### src/rtl/branch_predict_unit_if.sv
// Fetch/execute-side bundle of the branch predict unit: lookup request/response and
// branch resolution with its combinational redirect and mispredict flags.
interface branch_predict_unit_if #(
    parameter int PC_W = 64
);
    logic            lookup_valid;
    logic [PC_W-1:0] lookup_pc;
    logic            pred_valid;
    logic            pred_taken;

    logic            resolve_valid;
    logic [PC_W-1:0] resolve_pc;
    logic            unconditional_branch_in;
    logic            conditional_branch_in;
    logic            cond_invert_in;
    logic            alu_main_is_zero;
    logic            resolve_pred_taken;
    logic            PC_src_out;
    logic            mispredict_out;

    modport master (
        output lookup_valid, lookup_pc,
        output resolve_valid, resolve_pc, unconditional_branch_in, conditional_branch_in,
        output cond_invert_in, alu_main_is_zero, resolve_pred_taken,
        input  pred_valid, pred_taken, PC_src_out, mispredict_out
    );

    modport slave (
        input  lookup_valid, lookup_pc,
        input  resolve_valid, resolve_pc, unconditional_branch_in, conditional_branch_in,
        input  cond_invert_in, alu_main_is_zero, resolve_pred_taken,
        output pred_valid, pred_taken, PC_src_out, mispredict_out
    );
endinterface

### src/rtl/branch_predict_unit.sv
// Branch resolve logic plus a bimodal predictor (PC-indexed saturating counters), saturating
// branch/mispredict statistics and a sequential table-clear FSM.
module branch_predict_unit #(
    parameter int PC_W   = 64,
    parameter int IDX_W  = 6,
    parameter int CNT_W  = 2,
    parameter int STAT_W = 32
) (
    input  logic                   clk,
    input  logic                   rst_n,
    branch_predict_unit_if.slave   bus,
    input  logic                   clr_req,
    output logic                   busy_out,
    output logic [STAT_W-1:0]      branch_cnt,
    output logic [STAT_W-1:0]      mispredict_cnt
);
    localparam int               DEPTH   = 1 << IDX_W;
    localparam logic [CNT_W-1:0] CNT_MAX = '1;
    localparam logic [CNT_W-1:0] WNT     = CNT_W'((1 << (CNT_W - 1)) - 1);

    typedef enum logic {
        S_IDLE  = 1'b0,
        S_CLEAR = 1'b1
    } state_t;

    function automatic logic [CNT_W-1:0] ctr_step(input logic [CNT_W-1:0] c, input logic up);
        if (up)
            return (c == CNT_MAX) ? c : c + CNT_W'(1);
        else
            return (c == '0) ? c : c - CNT_W'(1);
    endfunction

    function automatic logic [STAT_W-1:0] stat_add(input logic [STAT_W-1:0] c, input logic inc);
        return (inc && (c != '1)) ? c + STAT_W'(1) : c;
    endfunction

    logic [CNT_W-1:0] table_q [DEPTH];
    state_t           state_q, state_d;
    logic [IDX_W-1:0] ptr_q, ptr_d;
    logic             pred_valid_p1, pred_taken_p1;
    logic [STAT_W-1:0] branch_cnt_q, mispredict_cnt_q;

    logic [IDX_W-1:0] lookup_idx, resolve_idx;
    logic             cond_taken, taken, is_branch, mispredict, busy, train;

    assign lookup_idx  = bus.lookup_pc[IDX_W+1:2];
    assign resolve_idx = bus.resolve_pc[IDX_W+1:2];

    logic unused_pc_bits;
    assign unused_pc_bits = ^{bus.lookup_pc[PC_W-1:IDX_W+2], bus.lookup_pc[1:0],
                              bus.resolve_pc[PC_W-1:IDX_W+2], bus.resolve_pc[1:0]};

    assign cond_taken = bus.conditional_branch_in & (bus.alu_main_is_zero ^ bus.cond_invert_in);
    assign taken      = bus.unconditional_branch_in | cond_taken;
    assign is_branch  = bus.resolve_valid & (bus.unconditional_branch_in | bus.conditional_branch_in);
    assign mispredict = bus.resolve_valid & (taken != bus.resolve_pred_taken);

    assign bus.PC_src_out     = bus.resolve_valid & taken;
    assign bus.mispredict_out = mispredict;

    assign busy  = (state_q == S_CLEAR);
    assign train = is_branch & ~busy;

    always_comb begin
        state_d = state_q;
        ptr_d   = ptr_q;
        case (state_q)
            S_IDLE: begin
                if (clr_req) begin
                    state_d = S_CLEAR;
                    ptr_d   = '0;
                end
            end
            S_CLEAR: begin
                ptr_d = ptr_q + IDX_W'(1);
                if (ptr_q == IDX_W'(DEPTH - 1)) begin
                    state_d = S_IDLE;
                    ptr_d   = '0;
                end
            end
            default: begin
                state_d = S_IDLE;
                ptr_d   = '0;
            end
        endcase
    end

    always_ff @(posedge clk or negedge rst_n) begin
        if (!rst_n) begin
            state_q <= S_IDLE;
            ptr_q   <= '0;
        end else begin
            state_q <= state_d;
            ptr_q   <= ptr_d;
        end
    end

    // Clear sweep owns the table while busy; otherwise resolved branches train it.
    always_ff @(posedge clk or negedge rst_n) begin
        if (!rst_n) begin
            for (int i = 0; i < DEPTH; i++)
                table_q[i] <= WNT;
        end else if (busy) begin
            table_q[ptr_q] <= WNT;
        end else if (train) begin
            table_q[resolve_idx] <= ctr_step(table_q[resolve_idx], taken);
        end
    end

    // Stage p1: prediction reads the pre-update table, no bypass from training.
    always_ff @(posedge clk or negedge rst_n) begin
        if (!rst_n) begin
            pred_valid_p1 <= 1'b0;
            pred_taken_p1 <= 1'b0;
        end else begin
            pred_valid_p1 <= bus.lookup_valid & ~busy;
            pred_taken_p1 <= busy ? 1'b0 : table_q[lookup_idx][CNT_W-1];
        end
    end

    always_ff @(posedge clk or negedge rst_n) begin
        if (!rst_n) begin
            branch_cnt_q     <= '0;
            mispredict_cnt_q <= '0;
        end else if (is_branch) begin
            branch_cnt_q     <= stat_add(branch_cnt_q, 1'b1);
            mispredict_cnt_q <= stat_add(mispredict_cnt_q, mispredict);
        end
    end

    assign bus.pred_valid  = pred_valid_p1;
    assign bus.pred_taken  = pred_taken_p1;
    assign busy_out        = busy;
    assign branch_cnt      = branch_cnt_q;
    assign mispredict_cnt  = mispredict_cnt_q;
endmodule

### src/flat_wrapper.sv
// flat-port wrapper written by rule: the top's interface ports become plain ports
module branch_predict_unit_flat 
#(
    parameter int PC_W   = 64,
    parameter int IDX_W  = 6,
    parameter int CNT_W  = 2,
    parameter int STAT_W = 32
)
  (clk, rst_n, clr_req, busy_out, branch_cnt, mispredict_cnt, bus_lookup_valid, bus_lookup_pc, bus_resolve_valid, bus_resolve_pc, bus_unconditional_branch_in, bus_conditional_branch_in, bus_cond_invert_in, bus_alu_main_is_zero, bus_resolve_pred_taken, bus_pred_valid, bus_pred_taken, bus_PC_src_out, bus_mispredict_out);
  branch_predict_unit_if #(.PC_W(PC_W)) bus_i ();
  input  logic clk;
  input  logic rst_n;
  input  logic clr_req;
  output logic busy_out;
  output logic [STAT_W-1:0] branch_cnt;
  output logic [STAT_W-1:0] mispredict_cnt;
  input wire logic [$bits(bus_i.lookup_valid)-1:0] bus_lookup_valid;
  input wire logic [$bits(bus_i.lookup_pc)-1:0] bus_lookup_pc;
  input wire logic [$bits(bus_i.resolve_valid)-1:0] bus_resolve_valid;
  input wire logic [$bits(bus_i.resolve_pc)-1:0] bus_resolve_pc;
  input wire logic [$bits(bus_i.unconditional_branch_in)-1:0] bus_unconditional_branch_in;
  input wire logic [$bits(bus_i.conditional_branch_in)-1:0] bus_conditional_branch_in;
  input wire logic [$bits(bus_i.cond_invert_in)-1:0] bus_cond_invert_in;
  input wire logic [$bits(bus_i.alu_main_is_zero)-1:0] bus_alu_main_is_zero;
  input wire logic [$bits(bus_i.resolve_pred_taken)-1:0] bus_resolve_pred_taken;
  output wire logic [$bits(bus_i.pred_valid)-1:0] bus_pred_valid;
  output wire logic [$bits(bus_i.pred_taken)-1:0] bus_pred_taken;
  output wire logic [$bits(bus_i.PC_src_out)-1:0] bus_PC_src_out;
  output wire logic [$bits(bus_i.mispredict_out)-1:0] bus_mispredict_out;
  assign bus_i.lookup_valid = bus_lookup_valid;
  assign bus_i.lookup_pc = bus_lookup_pc;
  assign bus_i.resolve_valid = bus_resolve_valid;
  assign bus_i.resolve_pc = bus_resolve_pc;
  assign bus_i.unconditional_branch_in = bus_unconditional_branch_in;
  assign bus_i.conditional_branch_in = bus_conditional_branch_in;
  assign bus_i.cond_invert_in = bus_cond_invert_in;
  assign bus_i.alu_main_is_zero = bus_alu_main_is_zero;
  assign bus_i.resolve_pred_taken = bus_resolve_pred_taken;
  assign bus_pred_valid = bus_i.pred_valid;
  assign bus_pred_taken = bus_i.pred_taken;
  assign bus_PC_src_out = bus_i.PC_src_out;
  assign bus_mispredict_out = bus_i.mispredict_out;
  branch_predict_unit #(.PC_W(PC_W), .IDX_W(IDX_W), .CNT_W(CNT_W), .STAT_W(STAT_W)) u_core (.clk(clk), .rst_n(rst_n), .bus(bus_i), .clr_req(clr_req), .busy_out(busy_out), .branch_cnt(branch_cnt), .mispredict_cnt(mispredict_cnt));
endmodule
### config.mk
export PLATFORM = sky130hd
export DESIGN_NAME = branch_predict_unit_flat
export DESIGN_NICKNAME = d
export VERILOG_FILES = /design/src/rtl/branch_predict_unit_if.sv /design/src/rtl/branch_predict_unit.sv /design/src/flat_wrapper.sv
export SDC_FILE = /design/constraint.sdc
export NUM_CORES = 1
export LEC_CHECK = 0
export ABC_AREA = 1
export BUFFER_PORTS_ARGS = -buffer_cell sky130_fd_sc_hd__buf_2
export CAP_MARGIN = 20
export CORE_MARGIN = 1.5
export CORE_UTILIZATION = 59
export CTS_CLUSTER_SIZE = 24
export DETAILED_ROUTE_END_ITERATION = 8
export PLACE_DENSITY_LB_ADDON = 0.05
export SLEW_MARGIN = 20
export SYNTH_ARGS = -nofsm -noshare
export SYNTH_HDL_FRONTEND = slang
export SYNTH_SLANG_ARGS = --single-unit
### constraint.sdc
create_clock -name clk -period 2.15 [get_ports clk]
set_input_delay 0.1075 -clock clk [delete_from_list [all_inputs] [get_ports clk]]
set_output_delay 0.1075 -clock clk [all_outputs]
set_load 0.02 [all_outputs]
==> results of run 1 <==
worst max-delay path: cells and delay by family (launching register included):
family,cells,cell delay (ns)
AOI/OAI and AO/OA,2,0.21
buffers and inverters,1,0.20
DFF,1,0.41
and+or+nand+nor,9,1.15
flip-flops by register name, summed over array words and instances (netlist names):
signal and count:
u_core.bus.pred_valid 1, u_core.branch_cnt 32, u_core.ptr_q 6, u_core.mispredict_cnt 32, u_core.busy_out 1, u_core.bus.pred_taken 1
u_core.table_q 128
power groups by stage:
| stage | registers, uW | clock network (uW) | logic [uW] |
|---|---|---|---|
| 2_1_floorplan | 4420 | 0 | 913 |
| 3_3_place_gp | 4220 | 0 | 1920 |
| 3_5_place_dp | 4230 | 0 | 1960 |
| 4_1_cts | 4170 | 4410 | 1980 |
| 5_1_grt | 4190 | 4560 | 2300 |
| 6_report | 4170 | 4370 | 2170 |
stage by stage:
stage               cell area [sq um]  setup TNS, ns  hold slack [ns]  std cells
floorplan                       14360              0          -0.1881       2244
global placement                15690              0           0.1195       2636
detailed placement              15690              0           0.1258       2636
CTS                             16580              0          0.05944       2686
global route                    16810        -0.2236           0.1515       2692
finish                          16810              0          0.06360       2692
layout make-up:
| class | count | area, sq um |
|---|---|---|
| Clock buffer | 35 | 713.2 |
| Clock inverter | 10 | 131.4 |
| Fill cell | 2104 | 6875 |
| Inverter | 331 | 1242 |
| Multi-Input combinational cell | 1609 | 7627 |
| Sequential cell | 201 | 5114 |
| Tap cell | 319 | 399.1 |
| Timing Repair Buffer | 187 | 1580 |
synth_stat cells, types with 4 or more instances:
| cell type | instances | area share (%) |
|---|---|---|
| buf_6 | 5 | 0.39 |
| buf_1 | 7 | 0.18 |
| nand4_1 | 17 | 0.74 |
| buf_2 | 13 | 0.45 |
| clkbuf_1 | 65 | 1.7 |
| a21oi_1 | 233 | 8.1 |
| nor4_1 | 17 | 0.74 |
| dfrtp_1 | 137 | 24 |
| xor2_1 | 44 | 2.7 |
| a21boi_0 | 6 | 0.31 |
| nand2_2 | 4 | 0.17 |
| o21ai_1 | 21 | 0.73 |
| o21ai_0 | 103 | 3.6 |
| inv_2 | 4 | 0.10 |
| xnor2_1 | 16 | 0.98 |
| nor2_1 | 379 | 9.9 |
| buf_4 | 14 | 0.73 |
| inv_1 | 324 | 8.5 |
| nand3_1 | 90 | 3.1 |
| o211ai_1 | 29 | 1.5 |
| nand3b_1 | 9 | 0.47 |
| dfstp_2 | 64 | 12 |
| a31oi_1 | 25 | 1.1 |
| nor3_1 | 145 | 5.1 |
| or2_2 | 4 | 0.17 |
| nand2_1 | 448 | 12 |
logic make-up (layout without fill, tap and decap cells):
kind of cell	after synthesis	after routing	share of synthesized area (%)
compound gates	427	427	15.92
fa+ha+maj	3	3	0.2615
xor+xnor	60	60	3.661
simple gates	1118	1119	32.44
flops	201	201	35.60
buf+inv	435	563	12.12
path summary, 6_finish.rpt:
check / endpoint / startpoint / slack, ns
max: u_core.table_q[41]$_DFFE_PN0P_ / u_core.table_q[59]$_DFFE_PN0P_ / 0.06
max in group asynchronous: u_core.table_q[120]$_DFFE_PN1P_ / rst_n / 1.28
min reg2reg: u_core.mispredict_cnt[4]$_DFFE_PN0P_ / u_core.mispredict_cnt[4]$_DFFE_PN0P_ / 0.52
min: u_core.mispredict_cnt[18]$_DFFE_PN0P_ / bus_resolve_pred_taken / 0.06
max reg2reg: u_core.table_q[41]$_DFFE_PN0P_ / u_core.table_q[59]$_DFFE_PN0P_ / 0.06
min in group asynchronous: u_core.branch_cnt[3]$_DFFE_PN0P_ / rst_n / 0.13
routing by layer:
layer | vias to the layer above | routed length [um] | GRT usage [%]
li1 | 7413 | - | -
met1 | 7182 | 19010 | 49.55
met2 | 775 | 21020 | 57.70
met3 | 148 | 4582 | 4.949
met4 | 0 | 2112 | 16.68
met5 | - | 0 | 0
what timing repair did:
item,4_1_cts,5_1_grt
endpoints found under the setup margin,0,57
hold buffers,5,0
endpoints found under the hold margin,95,0
setup buffers,0,1
gates resized for setup,0,27
==> summary.md, run 1 <==
| Metric | Value |
|---|---|
| Run status | `completed` |
| Layout area overhead | `17.08%` |
| Leak | `between 0.008 and 0.009 uW` |
| CP endpoint kind | `flop` |
| Maximum vdd drop | `~0.60 mV` |
| Power consumption | `10710 uW` |
| Final period util | `97.19%` |
| Pwr dens | `roughly 640 mW/mm^2` |
| Final Hold Fails | `0` |
| DRC violations left | `0` |
| Synthesized area | `0.01436 sq mm` |
| Max cap viols | `0` |
| First-pass GRT wire length | `74660 um` |
| Final Skew | `0.01461 ns` |
| Slew HR | `51.36%` |
| Commonest non-fill, non-tap cell in the layout | `nand2_1` |
| Fmax | `478.6 MHz` |
| Longest Clk Path Bufs | `3` |
| Ys flop type | `dfrtp_1` |
| Worst skew pair latency | `0.54 ns` |
| Layout Nets | `between 2000 and 2500` |
| Worst path slowest cell | `dfrtp_1` |
| Share of layout cells above drive strength 1 | `13.53%` |
| Comb pwr share | `20.2%` |
| Unique masters post-synth | `37` |
| Yosys warning total | `0` |
| Initial DRC count | `1936` |
| Largest net degree at the start of global routing | `108` |
| DP Wirelength | `31460 um` |
| I/O Buffers | `90` |
| Clock sinks | `~200` |
| Die Y-Extent | `approximately 160 um` |
| Sw frac | `31.29%` |
| Vias per inst | `slightly below 6` |
| EDFF count, synth | `0` |
| CP max FO | `8` |
| Gr usage total | `36.33%` |
| Row count | `56` |
| Most common cell on crit path | `nand2_1` |
| Vias in the first global route | `14641` |
| Synthesis-stage register bit count | `around 200` |
| Critical Path RT | `2.56 ns` |
| Final Wtd Congestion | `0.9595` |
| Mean Syn Cell Area | `6.397 sq um` |
| Die ar. | `0.02527 sq mm` |
| GRT Residual Overflow | `0` |
| Post-Place Worst Slack | `0.02489 ns` |
| Core Region | `between 0.02 and 0.025 sq mm` |
| Slew @ Worst Pin | `0.7288 ns` |
| Root Buffer | `clkbuf_16` |
| Worst EP arrival | `2.50 ns` |
| RSZ-0062 raised after global routing | `yes` |
| Crit-path cells | `or2_4, nand3_1, nand2_1, o21ai_1, nand2_1, nor2_2, nand3_2, nand2_4, nand2_8, clkbuf_16, nand2_1, a21oi_1` |
| Most frequent cells in the layout | `nand2_1, nor2_1, inv_1` |
| Crit path time final | `2.090 ns` |
| Final count of negative-setup-slack endpoints | `0` |
| Asr flop ratio synth | `between 90% and 100%` |
| Clk slew on worst S/H paths | `0.06 ns` |
| Cells after Synth | `2244` |
| Slew Viols, Final | `0` |
| Clock Power Share | `between 40% and 50%` |
| Sequential area share after synthesis | `35.60%` |
| Routed WL per cell | `17.35 um` |
| Io pins | `207` |
| Sw power | `approximately 3400 uW` |
| CTS tree | `yes` |
| Vias | `15518` |
| Diode count | `0` |
| Htree depth | `1` |
| Setup Crit Path Kind | `flop to flop` |
| HP Class | `input port to flop` |
| Die X | `about 160 um` |
| Hold-critical path depth | `5` |
| First-pass DRT Iterations | `6` |
| CTS Buf Count | `25` |
| Startpoint Class | `flop` |
| Reg power frac | `around two fifths` |
| Syn nets | `about 2400` |
| Int Pwr | `7361 uW` |
| Final core utilization | `between 70% and 80%` |
| Routed Antenna Nets | `0` |
| Starting Density | `60.61%` |
| Routed WL | `46720 um` |
| Initial antenna violation count | `0` |
| Final worst slack | `approximately 0.06 ns` |
| R2r worst-path depth | `12` |
| Delay of the slowest critical-path stage | `a little over 0.4 ns` |
Note: power is estimated with default switching activity, not from simulation.
==> run 2, diff against run 1 <==
- BUFFER_PORTS_ARGS: -buffer_cell sky130_fd_sc_hd__buf_2 -> -buffer_cell sky130_fd_sc_hd__buf_4
==> run 2 against run 1 <==
  * Count of clock-buffer cells in the layout rose by 2
  * Hold slack got worse by 0.021 ns
  * Setup slack better by 0.0011 ns
  * Non-clock buffer count shrank 2
  * Sequential share of layout area shrank 0.20 points
  * Critical path type unchanged
==> summary.md, run 2 (same netlist as run 1, synthesis figures left out) <==
| Metric | Value |
|---|---|
| CP endpoint kind | `flop (unchanged)` |
| Diode count | `0 (unchanged)` |
| DP Wirelength | `31630 um (was 31460 um)` |
| CTS tree | `yes (unchanged)` |
| Sw power | `3365 uW (was 3352 uW)` |
| Layout area overhead | `17.86% (was 17.08%)` |
| Starting Density | `60.61% (unchanged)` |
| Leak | `0.008082 uW (was 0.008081 uW)` |
| Initial antenna violation count | `0 (unchanged)` |
| Fillers | `2029 (was 2104)` |
| Setup bufs post-CTS | `0 (unchanged)` |
| Share of layout cells above drive strength 1 | `13.29% (was 13.53%)` |
| Pwr dens | `628.7 mW/mm^2 (was 637.4 mW/mm^2)` |
| Die Y-Extent | `159.0 um (unchanged)` |
| Most frequent cells in the layout | `nand2_1, nor2_1, inv_1 (unchanged)` |
| Final Skew | `0.02425 ns (was 0.01461 ns)` |
| Worst skew pair latency | `0.55 ns (was 0.54 ns)` |
| TNS Setup | `0 ns (unchanged)` |
| First-pass GRT wire length | `74710 um (was 74660 um)` |
| Maximum vdd drop | `0.6146 mV (was 0.6035 mV)` |
| Core Region | `0.02368 sq mm (unchanged)` |
| Final period util | `97.14% (was 97.19%)` |
| Run status | `completed (unchanged)` |
| Commonest non-fill, non-tap cell in the layout | `nand2_1 (unchanged)` |
| Initial DRC count | `1806 (was 1936)` |
| Slew Viols, Final | `0 (unchanged)` |
| Htree depth | `1 (unchanged)` |
| GRT Residual Overflow | `0 (unchanged)` |
| HP Class | `input port to flop (unchanged)` |
| Final Wtd Congestion | `0.9427 (was 0.9595)` |
| Layout Nets | `2493 (was 2496)` |
| Setup Crit Path Kind | `flop to flop (unchanged)` |
| Comb pwr share | `21.0% (was 20.2%)` |
| Longest Clk Path Bufs | `3 (unchanged)` |
| Root Buffer | `clkbuf_16 (unchanged)` |
| Fmax | `478.8 MHz (was 478.6 MHz)` |
| Seq. cell area | `0.005114 sq mm (unchanged)` |
| Max reg flops | `128 (unchanged)` |
| Final count of negative-setup-slack endpoints | `0 (unchanged)` |
| Most flops, register | `u_core.table_q (unchanged)` |
| Clk slew on worst S/H paths | `0.06 ns (about the same)` |
| Int Pwr | `7271 uW (was 7361 uW)` |
| Gr usage total | `36.32% (was 36.33%)` |
| Vias | `15489 (was 15518)` |
| Startpoint Class | `flop (unchanged)` |
| Routed WL per cell | `17.40 um (was 17.35 um)` |
| Routed Antenna Nets | `0 (unchanged)` |
| Row count | `56 (unchanged)` |
| Slew @ Worst Pin | `0.7306 ns (was 0.7288 ns)` |
| Slew HR | `51.24% (was 51.36%)` |
| Final core utilization | `71.44% (was 70.97%)` |
| Clock Power Share | `39.7% (was 40.8%)` |
| CTS Buf Count | `25 (unchanged)` |
| Vias in the first global route | `14588 (was 14641)` |
| Routed WL | `46780 um (was 46720 um)` |
| Sw frac | `31.64% (was 31.29%)` |
| Vias per inst | `5.760 (was 5.764)` |
| Die ar. | `0.02527 sq mm (unchanged)` |
| Crit path time final | `2.089 ns (was 2.090 ns)` |
| Die X | `159.0 um (unchanged)` |
| CP max FO | `8 (unchanged)` |
| Max cap viols | `0 (unchanged)` |
| I/O Buffers | `90 (unchanged)` |
| Reg power frac | `39.3% (was 39.0%)` |
| Multi-input gate area | `0.007591 sq mm (was 0.007627 sq mm)` |
| Clock sinks | `201 (unchanged)` |
| Io pins | `207 (unchanged)` |
| Worst EP arrival | `2.52 ns (was 2.50 ns)` |
| DRC violations left | `0 (unchanged)` |
| Final Hold Fails | `0 (unchanged)` |
| First-pass DRT Iterations | `6 (unchanged)` |
| Critical Path RT | `2.58 ns (was 2.56 ns)` |
| Largest net degree at the start of global routing | `108 (unchanged)` |
==> run 2: cell types whose count changed in the layout (fill, tap and decap cells not counted), sizes merged <==
cell      change
bufinv        -2
buf           -1
clkbuf        +1
clkinvlp      -1
inv           +1
nand2         -1
==> run 2: worst paths after layout <==
path	start	end	slack, ns	cells past startpoint
max	u_core.table_q[43]$_DFFE_PN0P_	u_core.table_q[45]$_DFFE_PN0P_	0.06	12
min	bus_lookup_pc[6]	u_core.bus.pred_taken$_DFF_PN0_	0.04	4
max reg2reg	u_core.table_q[43]$_DFFE_PN0P_	u_core.table_q[45]$_DFFE_PN0P_	0.06	12
min reg2reg	u_core.branch_cnt[7]$_DFFE_PN0P_	u_core.branch_cnt[7]$_DFFE_PN0P_	0.52	1
max in group asynchronous	rst_n	u_core.table_q[68]$_DFFE_PN1P_	1.27	3
min in group asynchronous	rst_n	u_core.branch_cnt[6]$_DFFE_PN0P_	0.13	2
==> run 2: metrics by stage <==
| step | cells | instance area (sq um) | worst slack [ns] | hold WS (ns) | total power (uW) |
|---|---|---|---|---|---|
| floorplan | 2244 | 14360 | 0.1505 | -0.1881 | 5332 |
| global placement | 2635 | 15890 | 0.1152 | 0.1404 | 6265 |
| detailed placement | 2635 | 15890 | 0.06235 | 0.1335 | 6293 |
| CTS | 2685 | 16750 | 0.1038 | 0.02491 | 10510 |
| global route | 2689 | 16920 | -0.004006 | 0.05668 | 10990 |
| finish | 2689 | 16920 | 0.06150 | 0.04253 | 10640 |
==> run 2: worst max-delay path, stage by stage, from the launching register on <==
cell and delay, ns:
dfrtp_1 0.40, or2_2 0.28, nand3_1 0.08, nand2_1 0.06, o21ai_1 0.11, nand2_1 0.07
nor2_1 0.21, nand2_1 0.14, nand2_4 0.13, nand2_8 0.14, clkbuf_16 0.20, nand2_1 0.07
a21oi_1 0.07
==> run 2: metal layers <==
layer / vias up / global-route usage (%) / part of all wire, %
met2: 758 / 58.09 / 45
met4: 0 / 13.77 / 3.8
li1: 7412 / - / -
met1: 7181 / 49.83 / 41
met3: 138 / 5.705 / 9.3
met5: - / 0 / 0
==> run 2: timing repair <==
action,4_1_cts,5_1_grt
hold buffers,5,0
hold endpoints to repair,116,0
setup endpoints to repair,0,87
resized for setup,0,21
==> run 2: cell type report <==
type	count	share of cell area (%)
Clock buffer	37	4.378
Timing Repair Buffer	185	10.42
Clock inverter	8	0.4067
Inverter	331	7.344
Tap cell	319	2.359
Multi-Input combinational cell	1608	44.87
Sequential cell	201	30.22
==> run 2: power by group through the flow <==
| stage | Combinational [uW] | Clock [uW] | Sequential, uW |
|---|---|---|---|
| finish | 2240 | 4220 | 4180 |
| global placement | 2040 | 0 | 4230 |
| detailed placement | 2060 | 0 | 4230 |
| floorplan | 913 | 0 | 4420 |
| CTS | 2090 | 4250 | 4180 |
| global route | 2390 | 4400 | 4210 |
==> run 3, diff against run 2 <==
- CORE_UTILIZATION: 59 -> 60
- CTS_BUF_LIST: not set -> sky130_fd_sc_hd__clkbuf_4
- REMOVE_ABC_BUFFERS: not set -> 1
==> run 3 against run 2 <==
  * First-iteration DRC count shrank 17%
  * Global-route usage is 2.5 points higher
  * Clock power fell by 7.1%
  * Via count up 1.8%
  * Sequential power is essentially flat
  * Hold slack gained 0.0068 ns
  * Non-clock buffer count fell by 1
  * Setup slack better by 0.049 ns
  * Sequential share of layout area grew 0.20 points
  * Combinational power fell by 4%
  * Cell area is 0.65% lower
  * Largest cell class unchanged
  * Largest power group is now sequential cells
==> summary.md, run 3 (same netlist as run 1, synthesis figures left out) <==
| Metric | Value |
|---|---|
| Vias | `15761 (was 15489)` |
| Most flops, register | `u_core.table_q (unchanged)` |
| Most common cell on crit path | `nand2_1 (unchanged)` |
| Initial antenna violation count | `2 (was 0)` |
| Layout area overhead | `17.09% (was 17.86%)` |
| Crit-path cells | `or2_2, nand3_1, nand2_1, o21ai_1, nand2_1, nor2_1, nand3_1, nand2_2, nand2_4, buf_12, nand2_1, o21ai_0 (was or2_2, nand3_1, nand2_1, o21ai_1, nand2_1, nor2_1, nand2_1, nand2_4, nand2_8, clkbuf_16, nand2_1, a21oi_1)` |
| Final count of negative-setup-slack endpoints | `0 (unchanged)` |
| Final Wtd Congestion | `0.9614 (was 0.9427)` |
| DP Wirelength | `31200 um (was 31630 um)` |
| Seq. cell area | `0.005114 sq mm (unchanged)` |
| Share of layout cells above drive strength 1 | `14.80% (was 13.29%)` |
| HP Class | `input port to flop (unchanged)` |
| Multi-input gate area | `0.007557 sq mm (was 0.007591 sq mm)` |
| Vias in the first global route | `15022 (was 14588)` |
| CTS tree | `yes (unchanged)` |
| Routed WL per cell | `17.15 um (was 17.40 um)` |
| RSZ-0062 raised after global routing | `yes` |
| Starting Density | `61.16% (was 60.61%)` |
| Critical Path RT | `2.77 ns (was 2.58 ns)` |
| Worst path slowest cell | `dfrtp_1 (unchanged)` |
| Clock sinks | `201 (unchanged)` |
| Slew @ Worst Pin | `0.7843 ns (was 0.7306 ns)` |
| I/O Buffers | `90 (unchanged)` |
| CP max FO | `23 (was 8)` |
| Initial DRC count | `1504 (was 1806)` |
| Crit path time final | `2.039 ns (was 2.089 ns)` |
| Final Skew | `0.05253 ns (was 0.02425 ns)` |
| WHS | `0.04938 ns (was 0.04253 ns)` |
| Setup Crit Path Kind | `flop to flop (unchanged)` |
| Routed Antenna Nets | `0 (unchanged)` |
| Max cap viols | `0 (unchanged)` |
| Longest Clk Path Bufs | `3 (unchanged)` |
| CP endpoint kind | `flop (unchanged)` |
| TNS Setup | `0 ns (unchanged)` |
| Fmax | `490.4 MHz (was 478.8 MHz)` |
| Slew Viols, Final | `0 (unchanged)` |
| Slew HR | `47.65% (was 51.24%)` |
| Core Region | `0.02347 sq mm (was 0.02368 sq mm)` |
| Worst EP arrival | `2.66 ns (was 2.52 ns)` |
| Row count | `56 (unchanged)` |
| Worst skew pair latency | `0.75 ns (was 0.55 ns)` |
| Inst Count DP | `2628 (was 2635)` |
| Die X | `157.7 um (was 159.0 um)` |
| Clk slew on worst S/H paths | `0.08 ns (was 0.06 ns)` |
| Non-Filler Instances | `2753 (was 2689)` |
| CTS Buf Count | `58 (was 25)` |
| Final period util | `94.85% (was 97.14%)` |
| Io pins | `207 (unchanged)` |
| Commonest non-fill, non-tap cell in the layout | `nand2_1 (unchanged)` |
| Maximum vdd drop | `0.7970 mV (was 0.6146 mV)` |
| Root Buffer | `clkbuf_4 (was clkbuf_16)` |
| Run status | `completed (unchanged)` |
| Gr usage total | `38.86% (was 36.32%)` |
| Layout Nets | `2525 (was 2493)` |
| Startpoint Class | `flop (unchanged)` |
| Die ar. | `0.02486 sq mm (was 0.02527 sq mm)` |
| Leak | `0.008095 uW (was 0.008082 uW)` |
| Delay of the slowest critical-path stage | `0.43 ns (was 0.40 ns)` |
| Routed WL | `47220 um (was 46780 um)` |
| Most frequent cells in the layout | `nand2_1, nor2_1, inv_1 (unchanged)` |
| Final Hold Fails | `0 (unchanged)` |
| Fillers | `2017 (was 2029)` |
| Pwr dens | `609.0 mW/mm^2 (was 628.7 mW/mm^2)` |
| GRT Residual Overflow | `0 (unchanged)` |
| Max reg flops | `128 (unchanged)` |
| DRC violations left | `0 (unchanged)` |
| First-pass GRT wire length | `76000 um (was 74710 um)` |
| Vias per inst | `5.725 (was 5.760)` |
| Htree depth | `2 (was 1)` |
| Largest net degree at the start of global routing | `85 (was 108)` |
| Die Y-Extent | `157.7 um (was 159.0 um)` |
| First-pass DRT Iterations | `6 (unchanged)` |
==> run 3: final timing paths <==
| check | startpoint | endpoint | slack (ns) | depth (start not counted) |
|---|---|---|---|---|
| max | u_core.table_q[43]$_DFFE_PN0P_ | u_core.table_q[124]$_DFFE_PN1P_ | 0.11 | 12 |
| min | bus_resolve_pc[6] | u_core.table_q[32]$_DFFE_PN1P_ | 0.05 | 7 |
| max reg2reg | u_core.table_q[43]$_DFFE_PN0P_ | u_core.table_q[124]$_DFFE_PN1P_ | 0.11 | 12 |
| min reg2reg | u_core.branch_cnt[11]$_DFFE_PN0P_ | u_core.branch_cnt[11]$_DFFE_PN0P_ | 0.52 | 1 |
| max in group asynchronous | rst_n | u_core.busy_out$_DFF_PN0_ | 1.03 | 4 |
| min in group asynchronous | rst_n | u_core.table_q[88]$_DFFE_PN1P_ | 0.59 | 3 |
==> run 3: what timing repair did <==
item,4_1_cts,5_1_grt
hold buffers,15,0
resized for setup,0,16
endpoints found under the setup margin,0,89
hold endpoints to repair,171,0
setup buffers,0,0
==> run 3: area by class of cell <==
class / instances / area share, %
Timing Repair Buffer: 184 / 10.10
Multi-Input combinational cell: 1608 / 44.96
Tap cell: 319 / 2.375
Antenna cell: 1 / 0.01489
Clock buffer: 93 / 4.154
Clock inverter: 16 / 0.5806
Sequential cell: 201 / 30.42
Inverter: 331 / 7.392
==> run 3: critical path, delay by kind of cell, from the launching register on <==
family | cells | cell delay [ns]
DFF | 1 | 0.43
buffers and inverters | 1 | 0.19
AOI/OAI and AO/OA | 2 | 0.22
and+or+nand+nor | 9 | 1.07
==> run 3: per-layer routing <==
| layer | GRT usage [%] | part of all wire, % |
|---|---|---|
| met2 | 62.18 | 45 |
| met4 | 23.90 | 5.7 |
| met5 | 0 | 0 |
| met3 | 7.336 | 9.8 |
| met1 | 48.62 | 39 |
==> run 3: stage by stage <==
stage	setup slack, ns	power, uW	utilization, %	cell area, sq um
after floorplan	-5.163	5195	-	13860
after global routing	-0.01525	10710	71.61	16810
after global placement	-0.06746	6271	67.36	15810
after detailed placement	-0.07554	6303	67.36	15810
final	0.1107	10240	71.61	16810
after CTS	0.02084	10280	71.43	16770
==> run 3: power breakdown <==
group          switching, uW  total, uW  internal [uW]
Combinational           1390       2160            769
Clock                   1830       3920           2080
Sequential               198       4160           3960
